[config.mk]
export PLATFORM = sky130hd
export DESIGN_NAME = shift_seq_unit_flat
export DESIGN_NICKNAME = d
export VERILOG_FILES = /design/src/rtl/shift_seq_unit_pkg.sv /design/src/rtl/shift_seq_unit_if.sv /design/src/rtl/shift_seq_unit_step.sv /design/src/rtl/shift_seq_unit.sv /design/src/flat_wrapper.sv
export SDC_FILE = /design/constraint.sdc
export NUM_CORES = 1
export LEC_CHECK = 0
export BUFFER_PORTS_ARGS = -buffer_cell sky130_fd_sc_hd__clkbuf_2
export CORE_MARGIN = 4
export CORE_UTILIZATION = 57
export DETAILED_ROUTE_END_ITERATION = 8
export PLACE_DENSITY = 0.8
export SYNTH_ARGS = -nofsm -noshare
export SYNTH_HDL_FRONTEND = slang
export SYNTH_HIERARCHICAL = 1
export SYNTH_SLANG_ARGS = --single-unit
[constraint.sdc]
create_clock -name CLK -period 3.7 [get_ports CLK]
set_input_delay 0.74 -clock CLK [delete_from_list [all_inputs] [get_ports CLK]]
set_output_delay 0.74 -clock CLK [all_outputs]
set_load 0.1 [all_outputs]
[src/rtl/shift_seq_unit_pkg.sv]
// Shared definitions for the iterative shift/rotate unit: operation codes,
// controller state encodings and the effective shift-count helper.
package shift_seq_unit_pkg;

    localparam logic [1:0] SHIFT_OP_SLL = 2'b00;
    localparam logic [1:0] SHIFT_OP_SRL = 2'b01;
    localparam logic [1:0] SHIFT_OP_SRA = 2'b10;
    localparam logic [1:0] SHIFT_OP_ROR = 2'b11;

    localparam logic [1:0] ST_IDLE = 2'd0;
    localparam logic [1:0] ST_RUN  = 2'd1;
    localparam logic [1:0] ST_FIN  = 2'd2;

    // Shifts saturate at 8 positions; rotates wrap modulo 8.
    function automatic logic [3:0] eff_count(input logic [1:0] op, input logic [7:0] amt);
        if (op == SHIFT_OP_ROR) begin
            return {1'b0, amt[2:0]};
        end else if (amt > 8'd8) begin
            return 4'd8;
        end else begin
            return amt[3:0];
        end
    endfunction

endpackage

[src/rtl/shift_seq_unit_if.sv]
// Request/response bundle of shift_seq_unit. The ZERO/COUT flag signals only
// exist when SHIFT_SEQ_FLAGS_EN is defined.
interface shift_seq_unit_if;
    logic       START;
    logic [1:0] OP;
    logic [7:0] DATA;
    logic [7:0] SHIFT;
    logic       BUSY;
    logic       DONE;
    logic [7:0] RESULT;
`ifdef SHIFT_SEQ_FLAGS_EN
    logic       ZERO;
    logic       COUT;

    modport master (output START, OP, DATA, SHIFT,
                    input  BUSY, DONE, RESULT, ZERO, COUT);
    modport slave  (input  START, OP, DATA, SHIFT,
                    output BUSY, DONE, RESULT, ZERO, COUT);
`else
    modport master (output START, OP, DATA, SHIFT,
                    input  BUSY, DONE, RESULT);
    modport slave  (input  START, OP, DATA, SHIFT,
                    output BUSY, DONE, RESULT);
`endif
endinterface

[src/rtl/shift_seq_unit_step.sv]
// shift_step: combinational single-cycle shift of an 8-bit value by 0..7
// positions. fill_i is the sign bit used for SRA. With SHIFT_SEQ_FLAGS_EN
// the last bit shifted out (new bit 7 for ROR) is also reported.
module shift_step
    import shift_seq_unit_pkg::*;
(
    input  logic [7:0] value_i,
    input  logic [1:0] op_i,
    input  logic [2:0] amt_i,
    input  logic       fill_i,
`ifdef SHIFT_SEQ_FLAGS_EN
    output logic       cout_o,
`endif
    output logic [7:0] value_o
);

    logic       fill_bit;
    logic       cout_w;
    logic [7:0] fill_mask;

    // Select the shifted value and the last bit that left the word.
    always_comb begin
        fill_bit  = (op_i == SHIFT_OP_SRA) ? fill_i : 1'b0;
        fill_mask = fill_bit ? ~(8'hFF >> amt_i) : 8'h00;
        value_o   = value_i;
        cout_w    = 1'b0;
        case (op_i)
            SHIFT_OP_SLL: begin
                value_o = value_i << amt_i;
                if (amt_i != 3'd0) cout_w = value_i[3'(4'd8 - {1'b0, amt_i})];
            end
            SHIFT_OP_SRL, SHIFT_OP_SRA: begin
                value_o = (value_i >> amt_i) | fill_mask;
                if (amt_i != 3'd0) cout_w = value_i[amt_i - 3'd1];
            end
            default: begin
                value_o = (value_i >> amt_i) | (value_i << (4'd8 - {1'b0, amt_i}));
                if (amt_i != 3'd0) cout_w = value_i[amt_i - 3'd1];
            end
        endcase
    end

`ifdef SHIFT_SEQ_FLAGS_EN
    assign cout_o = cout_w;
`endif

endmodule

[src/rtl/shift_seq_unit.sv]
// shift_seq_unit: iterative shift/rotate unit, up to STEP positions per cycle.
// Optional flags (ZERO, COUT) are compiled in with SHIFT_SEQ_FLAGS_EN.
//
// state | meaning
// IDLE  | waiting for START; RESULT holds the last completed value
// RUN   | shifting by min(CNT, STEP) each cycle, BUSY high
// FIN   | DONE pulse for one cycle, RESULT final
module shift_seq_unit
    import shift_seq_unit_pkg::*;
#(
    parameter int WIDTH = 8,
    parameter int STEP  = 1
) (
    input  logic             CLK,
    input  logic             RESET,
    shift_seq_unit_if.slave  bus
);

    logic [1:0]       state_q, state_d;
    logic [3:0]       cnt_q, cnt_d;
    logic [1:0]       op_q, op_d;
    logic             sign_q, sign_d;
    logic [WIDTH-1:0] result_q, result_d;
    logic             busy_q, done_q;
    logic [2:0]       k;
    logic [7:0]       step_val;
`ifdef SHIFT_SEQ_FLAGS_EN
    logic             zero_q, zero_d;
    logic             cout_q, cout_d;
    logic             step_cout;
`endif

    // Positions to shift this cycle: the remaining count, capped at STEP.
    always_comb begin
        k = (cnt_q > 4'(STEP)) ? 3'(STEP) : cnt_q[2:0];
    end

    shift_step u_step (
        .value_i (result_q),
        .op_i    (op_q),
        .amt_i   (k),
        .fill_i  (sign_q),
`ifdef SHIFT_SEQ_FLAGS_EN
        .cout_o  (step_cout),
`endif
        .value_o (step_val)
    );

    // Next-state logic for the controller and the working register.
    always_comb begin
        state_d  = state_q;
        cnt_d    = cnt_q;
        op_d     = op_q;
        sign_d   = sign_q;
        result_d = result_q;
`ifdef SHIFT_SEQ_FLAGS_EN
        zero_d   = zero_q;
        cout_d   = cout_q;
`endif
        case (state_q)
            ST_IDLE: begin
                if (bus.START) begin
                    result_d = bus.DATA;
                    op_d     = bus.OP;
                    sign_d   = bus.DATA[7];
                    cnt_d    = eff_count(bus.OP, bus.SHIFT);
                    state_d  = (cnt_d != 4'd0) ? ST_RUN : ST_FIN;
`ifdef SHIFT_SEQ_FLAGS_EN
                    zero_d   = 1'b0;
                    cout_d   = 1'b0;
`endif
                end
            end
            ST_RUN: begin
                result_d = step_val;
                cnt_d    = cnt_q - {1'b0, k};
`ifdef SHIFT_SEQ_FLAGS_EN
                cout_d   = step_cout;
`endif
                if (cnt_d == 4'd0) state_d = ST_FIN;
            end
            default: begin
                state_d = ST_IDLE;
            end
        endcase
`ifdef SHIFT_SEQ_FLAGS_EN
        // ZERO is decided on entry to FIN and held until the next accepted START.
        if (state_d == ST_FIN && state_q != ST_FIN) zero_d = (result_d == '0);
`endif
    end

    // State registers; BUSY/DONE are registered decodes of the next state.
    always_ff @(posedge CLK) begin
        if (RESET) begin
            state_q  <= ST_IDLE;
            cnt_q    <= 4'd0;
            op_q     <= SHIFT_OP_SLL;
            sign_q   <= 1'b0;
            result_q <= '0;
            busy_q   <= 1'b0;
            done_q   <= 1'b0;
`ifdef SHIFT_SEQ_FLAGS_EN
            zero_q   <= 1'b0;
            cout_q   <= 1'b0;
`endif
        end else begin
            state_q  <= state_d;
            cnt_q    <= cnt_d;
            op_q     <= op_d;
            sign_q   <= sign_d;
            result_q <= result_d;
            busy_q   <= (state_d == ST_RUN);
            done_q   <= (state_d == ST_FIN);
`ifdef SHIFT_SEQ_FLAGS_EN
            zero_q   <= zero_d;
            cout_q   <= cout_d;
`endif
        end
    end

    assign bus.BUSY   = busy_q;
    assign bus.DONE   = done_q;
    assign bus.RESULT = result_q;
`ifdef SHIFT_SEQ_FLAGS_EN
    assign bus.ZERO   = zero_q;
    assign bus.COUT   = cout_q;
`endif

endmodule

[src/flat_wrapper.sv]
// flat-port wrapper written by rule: the top's interface ports become plain ports
module shift_seq_unit_flat import shift_seq_unit_pkg::*;
#(
    parameter int WIDTH = 8,
    parameter int STEP  = 1
)
  (CLK, RESET, bus_START, bus_OP, bus_DATA, bus_SHIFT, bus_BUSY, bus_DONE, bus_RESULT);
  shift_seq_unit_if bus_i ();
  input  logic CLK;
  input  logic RESET;
  input wire logic [$bits(bus_i.START)-1:0] bus_START;
  input wire logic [$bits(bus_i.OP)-1:0] bus_OP;
  input wire logic [$bits(bus_i.DATA)-1:0] bus_DATA;
  input wire logic [$bits(bus_i.SHIFT)-1:0] bus_SHIFT;
  output wire logic [$bits(bus_i.BUSY)-1:0] bus_BUSY;
  output wire logic [$bits(bus_i.DONE)-1:0] bus_DONE;
  output wire logic [$bits(bus_i.RESULT)-1:0] bus_RESULT;
  assign bus_i.START = bus_START;
  assign bus_i.OP = bus_OP;
  assign bus_i.DATA = bus_DATA;
  assign bus_i.SHIFT = bus_SHIFT;
  assign bus_BUSY = bus_i.BUSY;
  assign bus_DONE = bus_i.DONE;
  assign bus_RESULT = bus_i.RESULT;
  shift_seq_unit #(.WIDTH(WIDTH), .STEP(STEP)) u_core (.CLK(CLK), .RESET(RESET), .bus(bus_i));
endmodule
==> results of run 1 <==
## routing by layer
metal	global-route usage, %	share of wire, %
met1	32.7	46
met3	2.87	7.5
met5	0	0
met4	6.85	1.5
met2	34.9	45
## power by group through the flow
| stage | logic, mW | registers [mW] | clock network (mW) |
|---|---|---|---|
| 6_report | 0.892 | 0.340 | 0.105 |
| 5_1_grt | 0.960 | 0.349 | 0.119 |
| 4_1_cts | 0.878 | 0.339 | 0.109 |
| 3_5_place_dp | 0.874 | 0.344 | 0 |
| 3_3_place_gp | 0.867 | 0.342 | 0 |
| 2_1_floorplan | 0.658 | 0.472 | 0 |
## cell families (layout without fill, tap and decap cells)
logic type | Yosys count | after routing
and+or+nand+nor | 78 | 78
AOI/OAI and AO/OA | 65 | 65
muxes | 34 | 34
buffers and inverters | 31 | 47
DFF | 19 | 19
adders and majority gates | 7 | 7
other | 1 | 8
## per-stage QoR
stage | std cells | hold slack, ps | instance area (um^2)
final | 304 | 512 | 2080
after global routing | 304 | 555 | 2080
after global placement | 300 | 481 | 2060
after detailed placement | 300 | 492 | 2060
after CTS | 304 | 522 | 2080
after floorplan | 242 | 460 | 1990
## how the worst max path moves through the flow
stage                                             from                                end  cells past startpoint
after floorplan           u_core/cnt_q[1]$_SDFFE_PP0P_  u_core/bus.RESULT[6]$_SDFFE_PP0P_                     15
after global routing      u_core/cnt_q[1]$_SDFFE_PP0P_  u_core/bus.RESULT[6]$_SDFFE_PP0P_                     12
final                     u_core/cnt_q[1]$_SDFFE_PP0P_  u_core/bus.RESULT[6]$_SDFFE_PP0P_                     12
after detailed placement  u_core/cnt_q[2]$_SDFFE_PP0P_  u_core/bus.RESULT[6]$_SDFFE_PP0P_                     12
after global placement    u_core/cnt_q[1]$_SDFFE_PP0P_  u_core/bus.RESULT[7]$_SDFFE_PP0P_                     11
after CTS                 u_core/cnt_q[2]$_SDFFE_PP0P_  u_core/bus.RESULT[6]$_SDFFE_PP0P_                     12
## placed cells by master, fill, tap and decap left out, types with 3 or more instances in the layout
cell,synthesis,layout
sky130_fd_sc_hd__nor2b_1,4,4
sky130_fd_sc_hd__o21ai_0,14,14
sky130_fd_sc_hd__mux4_2,4,4
sky130_fd_sc_hd__ha_1,7,7
sky130_fd_sc_hd__mux2i_1,25,25
sky130_fd_sc_hd__nand2b_1,3,3
sky130_fd_sc_hd__inv_1,10,10
sky130_fd_sc_hd__nor2_1,21,21
sky130_fd_sc_hd__a21oi_1,9,9
sky130_fd_sc_hd__clkbuf_4,0,3
sky130_fd_sc_hd__dfxtp_1,19,19
sky130_fd_sc_hd__o32ai_1,3,3
sky130_fd_sc_hd__o22ai_1,5,5
sky130_fd_sc_hd__mux4_1,3,3
sky130_fd_sc_hd__a31oi_1,4,4
sky130_fd_sc_hd__a311oi_1,6,6
sky130_fd_sc_hd__a211oi_1,4,4
sky130_fd_sc_hd__clkbuf_2,0,30
sky130_fd_sc_hd__conb_1,1,8
sky130_fd_sc_hd__nand3b_1,6,6
sky130_fd_sc_hd__nand2_1,24,24
sky130_fd_sc_hd__nor3_1,6,6
sky130_fd_sc_hd__a22oi_1,4,4
## worst register-to-register path, stage by stage, from the launching register on
cell	delay, ps
sky130_fd_sc_hd__dfxtp_1	410
sky130_fd_sc_hd__nor3_1	210
sky130_fd_sc_hd__nand2b_1	120
sky130_fd_sc_hd__inv_2	190
sky130_fd_sc_hd__ha_1	210
sky130_fd_sc_hd__inv_1	50
sky130_fd_sc_hd__ha_1	420
sky130_fd_sc_hd__mux2_2	340
sky130_fd_sc_hd__or3_1	310
sky130_fd_sc_hd__a32oi_1	200
sky130_fd_sc_hd__nor2b_1	70
sky130_fd_sc_hd__a21oi_1	130
sky130_fd_sc_hd__o221a_2	190
## cell usage after synthesis, types with 2 or more instances
master,count,share of area (%)
sky130_fd_sc_hd__mux2i_1,25,13
sky130_fd_sc_hd__nand2_1,24,4.6
sky130_fd_sc_hd__nor2_1,21,4.0
sky130_fd_sc_hd__dfxtp_1,19,19
sky130_fd_sc_hd__o21ai_0,14,3.6
sky130_fd_sc_hd__inv_1,10,1.9
sky130_fd_sc_hd__a21oi_1,9,2.3
sky130_fd_sc_hd__ha_1,7,4.5
sky130_fd_sc_hd__a311oi_1,6,2.7
sky130_fd_sc_hd__nand3b_1,6,2.3
sky130_fd_sc_hd__nor3_1,6,1.5
sky130_fd_sc_hd__buf_2,5,1.3
sky130_fd_sc_hd__clkbuf_8,5,3.5
sky130_fd_sc_hd__o22ai_1,5,1.6
sky130_fd_sc_hd__a211oi_1,4,1.5
sky130_fd_sc_hd__a22oi_1,4,1.5
sky130_fd_sc_hd__a31oi_1,4,1.3
sky130_fd_sc_hd__buf_4,4,1.5
sky130_fd_sc_hd__clkbuf_1,4,0.76
sky130_fd_sc_hd__mux4_2,4,4.6
sky130_fd_sc_hd__nor2b_1,4,1.3
sky130_fd_sc_hd__mux4_1,3,4.0
sky130_fd_sc_hd__nand2b_1,3,0.96
sky130_fd_sc_hd__o32ai_1,3,1.3
sky130_fd_sc_hd__a2bb2oi_1,2,0.89
sky130_fd_sc_hd__a32o_1,2,1.0
sky130_fd_sc_hd__a32oi_1,2,0.89
sky130_fd_sc_hd__inv_2,2,0.38
sky130_fd_sc_hd__mux2_2,2,1.1
sky130_fd_sc_hd__nand3_1,2,0.51
sky130_fd_sc_hd__o211ai_1,2,0.76
sky130_fd_sc_hd__o221a_2,2,1.1
sky130_fd_sc_hd__or2_2,2,0.64
sky130_fd_sc_hd__or3_1,2,0.64
## final cells by class
type,instances,area [um^2],area share (%)
Sequential cell,19,380,18.3
Clock buffer,4,26.3,1.26
Inverter,12,45.0,2.16
Timing Repair Buffer,31,158,7.57
Tap cell,46,57.6,2.76
Multi-Input combinational cell,192,1420,68.0
## state kept, by name, summed over array words and instances (netlist names)
name	cells
u_core/bus.DONE	1
u_core/bus.RESULT	8
u_core/sign_q	1
u_core/op_q	2
u_core/state_q	2
u_core/cnt_q	4
u_core/bus.BUSY	1
==> insert_results.sql, run 1 <==
INSERT INTO impl_metrics (metric_group, metric, value, unit) VALUES
('die', 'rows', '21', ''),
('power', 'share_seq_of_total_power', '25.4', '%'),
('min_path', 'hold_depth', '2', ''),
('finish', 'fin_nets', '287', ''),
('power', 'power.net_switching', '716', 'uW'),
('power', 'total_power', '1.34', 'mW'),
('critical_path', 'timing.critical_path.arrival', '3120', 'ps'),
('clock_tree', 'cts.repair_timing.setup_buffer_count', '0', ''),
('finish', 'fill_cells', '309', ''),
('critical_path', 'rrSetupSlack', '830', 'ps'),
('die', 'fp.dieH', '66.7', 'um'),
('sta', 'grt_setup_unrepaired', 'false', ''),
('route', 'first_pass_iters', '4', ''),
('critical_path', 'reg2reg_depth', '12', ''),
('logic_synthesis', 'post_synth_and_or_nand_nor_area_fraction', '20.4', '%'),
('placement', 'port_buffers', '30', ''),
('clock_tree', 'ctsHoldBuffers', '0', ''),
('route', 'drcViolationCount', '0', ''),
('clock_tree', 'cts_buffers', '3', ''),
('global_routing', 'grt_pass1_wl', '7940', 'um'),
('global_routing', 'global_route.overflow_total', '0', ''),
('route', 'initialDrtViolationCount', '229', ''),
('logic_synthesis', 'synth.mux.area_fraction', '22.5', '%'),
('flow_run', 'drv.max_cap_violation_count', '0', ''),
('power', 'power.share.clock', '7.9', '%'),
('critical_path', 'reg2reg_to', 'u_core/bus.RESULT[6]$_SDFFE_PP0P_', ''),
('clock_tree', 'cts_root_buffer', 'sky130_fd_sc_hd__clkbuf_4', ''),
('global_routing', 'initial_antenna_violation_count', '0', ''),
('min_path', 'hold-path-endpoint', 'u_core/op_q[0]$_SDFFE_PP0P_', ''),
('placement', 'place_worst_setup_slack', '893', 'ps'),
('logic_synthesis', 'synthesis.yosys.warnings', '6', ''),
('logic_synthesis', 'syn-instance-count', '235', ''),
('min_path', 'worst_hold_startpoint', 'u_core/op_q[0]$_SDFFE_PP0P_', ''),
('sta', 'period_share', '77.4', '%'),
('sta', 'worst_slew_pin_slew', '606', 'ps'),
('critical_path', 'cp_slowest_cell', 'sky130_fd_sc_hd__ha_1', ''),
('power', 'comb_power_share', '66.7', '%'),
('logic_synthesis', 'synthesis.area', '1960', 'um^2'),
('route', 'count_of_vias_placed_by_the_detailed_router', '1902', ''),
('sta', 'timing.final.hold_violations', '0', ''),
('die', 'core_area', '3340', 'um^2'),
('logic_synthesis', 'synth_flop_cell', 'sky130_fd_sc_hd__dfxtp_1', ''),
('critical_path', 'start_kind', 'flip-flop', ''),
('status', 'status', 'finished clean', ''),
('die', 'full_die_area', '4450', 'um^2'),
('finish', 'drive_gt1_share', '19.4', '%'),
('sta', 'fin_crit', '2870', 'ps'),
('critical_path', 'critical_path.cell_chain', 'nor3_1, nand2b_1, inv_2, ha_1, inv_1, ha_1, mux2_2, or3_1, a32oi_1, nor2b_1, a21oi_1, o221a_2', ''),
('sta', 'clock_skew', '5.71', 'ps'),
('clock_tree', 'cts_sinks', '19', ''),
('die', 'fp.dieW', '66.7', 'um'),
('finish', 'syn_to_final_growth', '5.99', '%'),
('clock_tree', 'clk_pin_slew', '110', 'ps'),
('clock_tree', 'worst_skew_pair.late_latency', '300', 'ps'),
('global_routing', 'grt_util_all_layers', '22.7', '%'),
('power', 'cellPowerDensity', '642', 'nW/um^2'),
('logic_synthesis', 'post_synth.cell_area_avg', '8.36', 'um^2'),
('power', 'leakagePower', '0.859', 'nW'),
('placement', 'place_congestion', '0.918', ''),
('critical_path', 'worst-path-buf-inv', '2', ''),
('placement', 'place_hpwl', '3490', 'um'),
('route', 'route.antenna.remaining_nets', '0', ''),
('min_path', 'worst_hold_path_type', 'reg2reg', ''),
('finish', 'n_antenna_cell', '0', ''),
('critical_path', 'timing_worst_setup_path_type', 'reg2reg', ''),
('clock_tree', 'tritoncts', 'done', ''),
('sta', 'setup_viol', '0', ''),
('route', 'wl', '4820', 'um'),
('sta', 'timing_max_transition_violations_final', '0', ''),
('logic_synthesis', 'synth-adder-area-share', '4.46', '%'),
('critical_path', 'cp_common_cell', 'sky130_fd_sc_hd__ha_1', '');
No activity file was read; power rests on OpenSTA's default activity.
==> run 2: changes to the inputs <==
--- a/config.mk
+++ b/config.mk
@@ -7,9 +7,9 @@
 export LEC_CHECK = 0
 export BUFFER_PORTS_ARGS = -buffer_cell sky130_fd_sc_hd__clkbuf_2
 export CORE_MARGIN = 4
-export CORE_UTILIZATION = 57
+export CORE_UTILIZATION = 52
 export DETAILED_ROUTE_END_ITERATION = 8
-export PLACE_DENSITY = 0.8
+export PLACE_DENSITY = 0.77
 export SYNTH_ARGS = -nofsm -noshare
 export SYNTH_HDL_FRONTEND = slang
 export SYNTH_HIERARCHICAL = 1
==> constraint.sdc (replaced) <==
create_clock -name CLK -period 2.4 [get_ports CLK]
set_input_delay 0.48 -clock CLK [delete_from_list [all_inputs] [get_ports CLK]]
set_output_delay 0.48 -clock CLK [all_outputs]
set_load 0.1 [all_outputs]
==> insert_results.sql, run 2 (synthesis results as in run 1) <==
INSERT INTO impl_metrics (metric_group, metric, value, unit) VALUES
('placement', 'port_buffers', '30', ''),
('route', 'post_drt_via_cell_ratio', '6.21', ''),
('die', 'fp.dieW', '69.5', 'um'),
('route', 'count_of_vias_placed_by_the_detailed_router', '1961', ''),
('sta', 'worst_slew_pin_slew', '635', 'ps'),
('sta', 'timing_max_transition_violations_final', '0', ''),
('clock_tree', 'cts_buffers', '3', ''),
('sta', 'setup_viol', '0', ''),
('clock_tree', 'ctsHoldBuffers', '0', ''),
('global_routing', 'grt_pass1_wl', '8560', 'um'),
('finish', 'fin_nets', '297', ''),
('route', 'route.antenna.remaining_nets', '0', ''),
('clock_tree', 'cts_sinks', '19', ''),
('placement', 'post-place-cells', '311', ''),
('critical_path', 'worst_setup_path_startpoint', 'u_core/cnt_q[2]$_SDFFE_PP0P_', ''),
('finish', 'syn_to_final_growth', '15.6', '%'),
('clock_tree', 'max-clock-path-buffers', '2', ''),
('die', 'fp.dieH', '69.5', 'um'),
('critical_path', 'crit_fanout', '4', ''),
('sta', 'fin_tns_setup', '0', 'ps'),
('placement', 'placed_area', '2170', 'um^2'),
('route', 'initialDrtViolationCount', '207', ''),
('die', 'full_die_area', '4820', 'um^2'),
('route', 'drcViolationCount', '0', ''),
('power', 'leakagePower', '0.934', 'nW'),
('status', 'status', 'finished clean', ''),
('route', 'detail_route.wl_per_cell', '16.5', 'um'),
('clock_tree', 'cts_root_buffer', 'sky130_fd_sc_hd__clkbuf_8', ''),
('sta', 'achievable-frequency', '419', 'MHz'),
('sta', 'clock_skew', '6.02', 'ps'),
('finish', 'drive_gt1_share', '27.6', '%'),
('critical_path', 'timing.critical_path.arrival', '2590', 'ps'),
('die', 'rows', '22', ''),
('critical_path', 'start_kind', 'flip-flop', ''),
('sta', 'setup_slack', '11.7', 'ps'),
('finish', 'layout_commonest_cell', 'sky130_fd_sc_hd__clkbuf_2', ''),
('global_routing', 'global_route.overflow_total', '0', ''),
('clock_tree', 'ctsHtreeMaxLevel', '1', ''),
('finish', 'finish.cell_count_without_fillers', '316', ''),
('clock_tree', 'clk_pin_slew', '70', 'ps'),
('critical_path', 'worstReg2RegStart', 'u_core/cnt_q[2]$_SDFFE_PP0P_', ''),
('finish', 'fill_cells', '322', ''),
('sta', 'slew_headroom', '57.7', '%'),
('global_routing', 'grt_start_max_net_pins', '28', ''),
('power', 'ir_drop_worst_vdd', '0.000617', 'V'),
('clock_tree', 'tritoncts', 'done', ''),
('sta', 'timing.final.hold_violations', '0', ''),
('clock_tree', 'worst_skew_pair.late_latency', '250', 'ps'),
('placement', 'place_worst_setup_slack', '6.84', 'ps'),
('power', 'cellPowerDensity', '1020', 'nW/um^2'),
('sta', 'grt_setup_unrepaired', 'true', ''),
('die', 'initial_core_util', '53.7', '%'),
('die', 'core_area', '3660', 'um^2'),
('critical_path', 'timing.critical_path.required', '2600', 'ps'),
('route', 'wl', '5210', 'um'),
('critical_path', 'timing_worst_setup_path_type', 'reg2reg', ''),
('critical_path', 'worstSetupEndpointType', 'flip-flop', ''),
('global_routing', 'grt_pass1_vias', '1715', ''),
('route', 'first_pass_iters', '5', ''),
('placement', 'place_congestion', '0.866', ''),
('sta', 'period_share', '99.5', '%'),
('global_routing', 'grt_util_all_layers', '21.4', '%'),
('placement', 'place_hpwl', '3690', 'um'),
('finish', 'final_cell_mix', 'sky130_fd_sc_hd__clkbuf_2, sky130_fd_sc_hd__mux2i_1, sky130_fd_sc_hd__nand2_1', ''),
('finish', 'max_reg_flops', '8', ''),
('min_path', 'worst_hold_startpoint', 'bus_DATA[5]', ''),
('global_routing', 'initial_antenna_violation_count', '0', ''),
('finish', 'n_antenna_cell', '0', ''),
('die', 'io_pins', '31', ''),
('flow_run', 'drv.max_cap_violation_count', '0', ''),
('finish', 'fin_area', '2270', 'um^2'),
('sta', 'fin_crit', '2390', 'ps'),
('min_path', 'worst_hold_path_type', 'in2reg', '');
-- run 2: metal layers --
layer | vias to the layer above | GRT usage, % | part of all wire (%)
met3 | 4 | 2.46 | 8.0
met5 | - | 0 | 0
li1 | 947 | - | -
met2 | 100 | 32.3 | 45
met1 | 910 | 32.1 | 46
met4 | 0 | 5.21 | 0.71
-- run 2: timing repair --
item                       in CTS  in global routing
pin swaps                       6                  5
setup endpoints to repair       2                  7
setup buffers                   1                  0
gates resized for setup         1                  9
-- run 2: layout make-up --
type / count / area (um^2) / share of cell area [%]
Clock buffer: 4 / 45.0 / 1.98
Sequential cell: 19 / 383 / 16.9
Multi-Input combinational cell: 192 / 1490 / 65.6
Tap cell: 48 / 60.1 / 2.64
Inverter: 12 / 52.6 / 2.31
Timing Repair Buffer: 41 / 240 / 10.6
-- run 2: critical path, stage by stage, from the launching register on --
cell and delay [ps]:
sky130_fd_sc_hd__dfxtp_2 340, sky130_fd_sc_hd__nor3_4 230, sky130_fd_sc_hd__nand2b_4 100, sky130_fd_sc_hd__inv_8 60, sky130_fd_sc_hd__ha_4 120, sky130_fd_sc_hd__inv_2 40, sky130_fd_sc_hd__ha_4 230, sky130_fd_sc_hd__mux2_4 310
sky130_fd_sc_hd__or3_4 330, sky130_fd_sc_hd__a32oi_2 200, sky130_fd_sc_hd__nor2b_1 70, sky130_fd_sc_hd__a21oi_1 120, sky130_fd_sc_hd__o221a_2 190
-- run 2: worst paths after layout --
path                                        to  slack (ps)  cells past startpoint
max          u_core/bus.RESULT[6]$_SDFFE_PP0P_          10                     12
min          u_core/bus.RESULT[5]$_SDFFE_PP0P_         470                      3
max reg2reg  u_core/bus.RESULT[6]$_SDFFE_PP0P_          10                     12
min reg2reg        u_core/op_q[0]$_SDFFE_PP0P_         510                      2
-- run 2: metrics by stage --
step,util (%),total power [mW],hold slack (ps)
2_1_floorplan,-,1.81,460
3_3_place_gp,59.3,2.00,483
3_5_place_dp,59.3,2.02,491
4_1_cts,60.9,2.25,466
5_1_grt,62.0,2.48,468
6_report,62.0,2.32,473
-- run 2: power breakdown --
part / switching, mW / leakage, nW / internal (mW) / total [mW]
Clock: 0.0993 / 0.0228 / 0.118 / 0.217
Sequential: 0.135 / 0.158 / 0.381 / 0.516
Combinational: 0.949 / 0.754 / 0.639 / 1.59
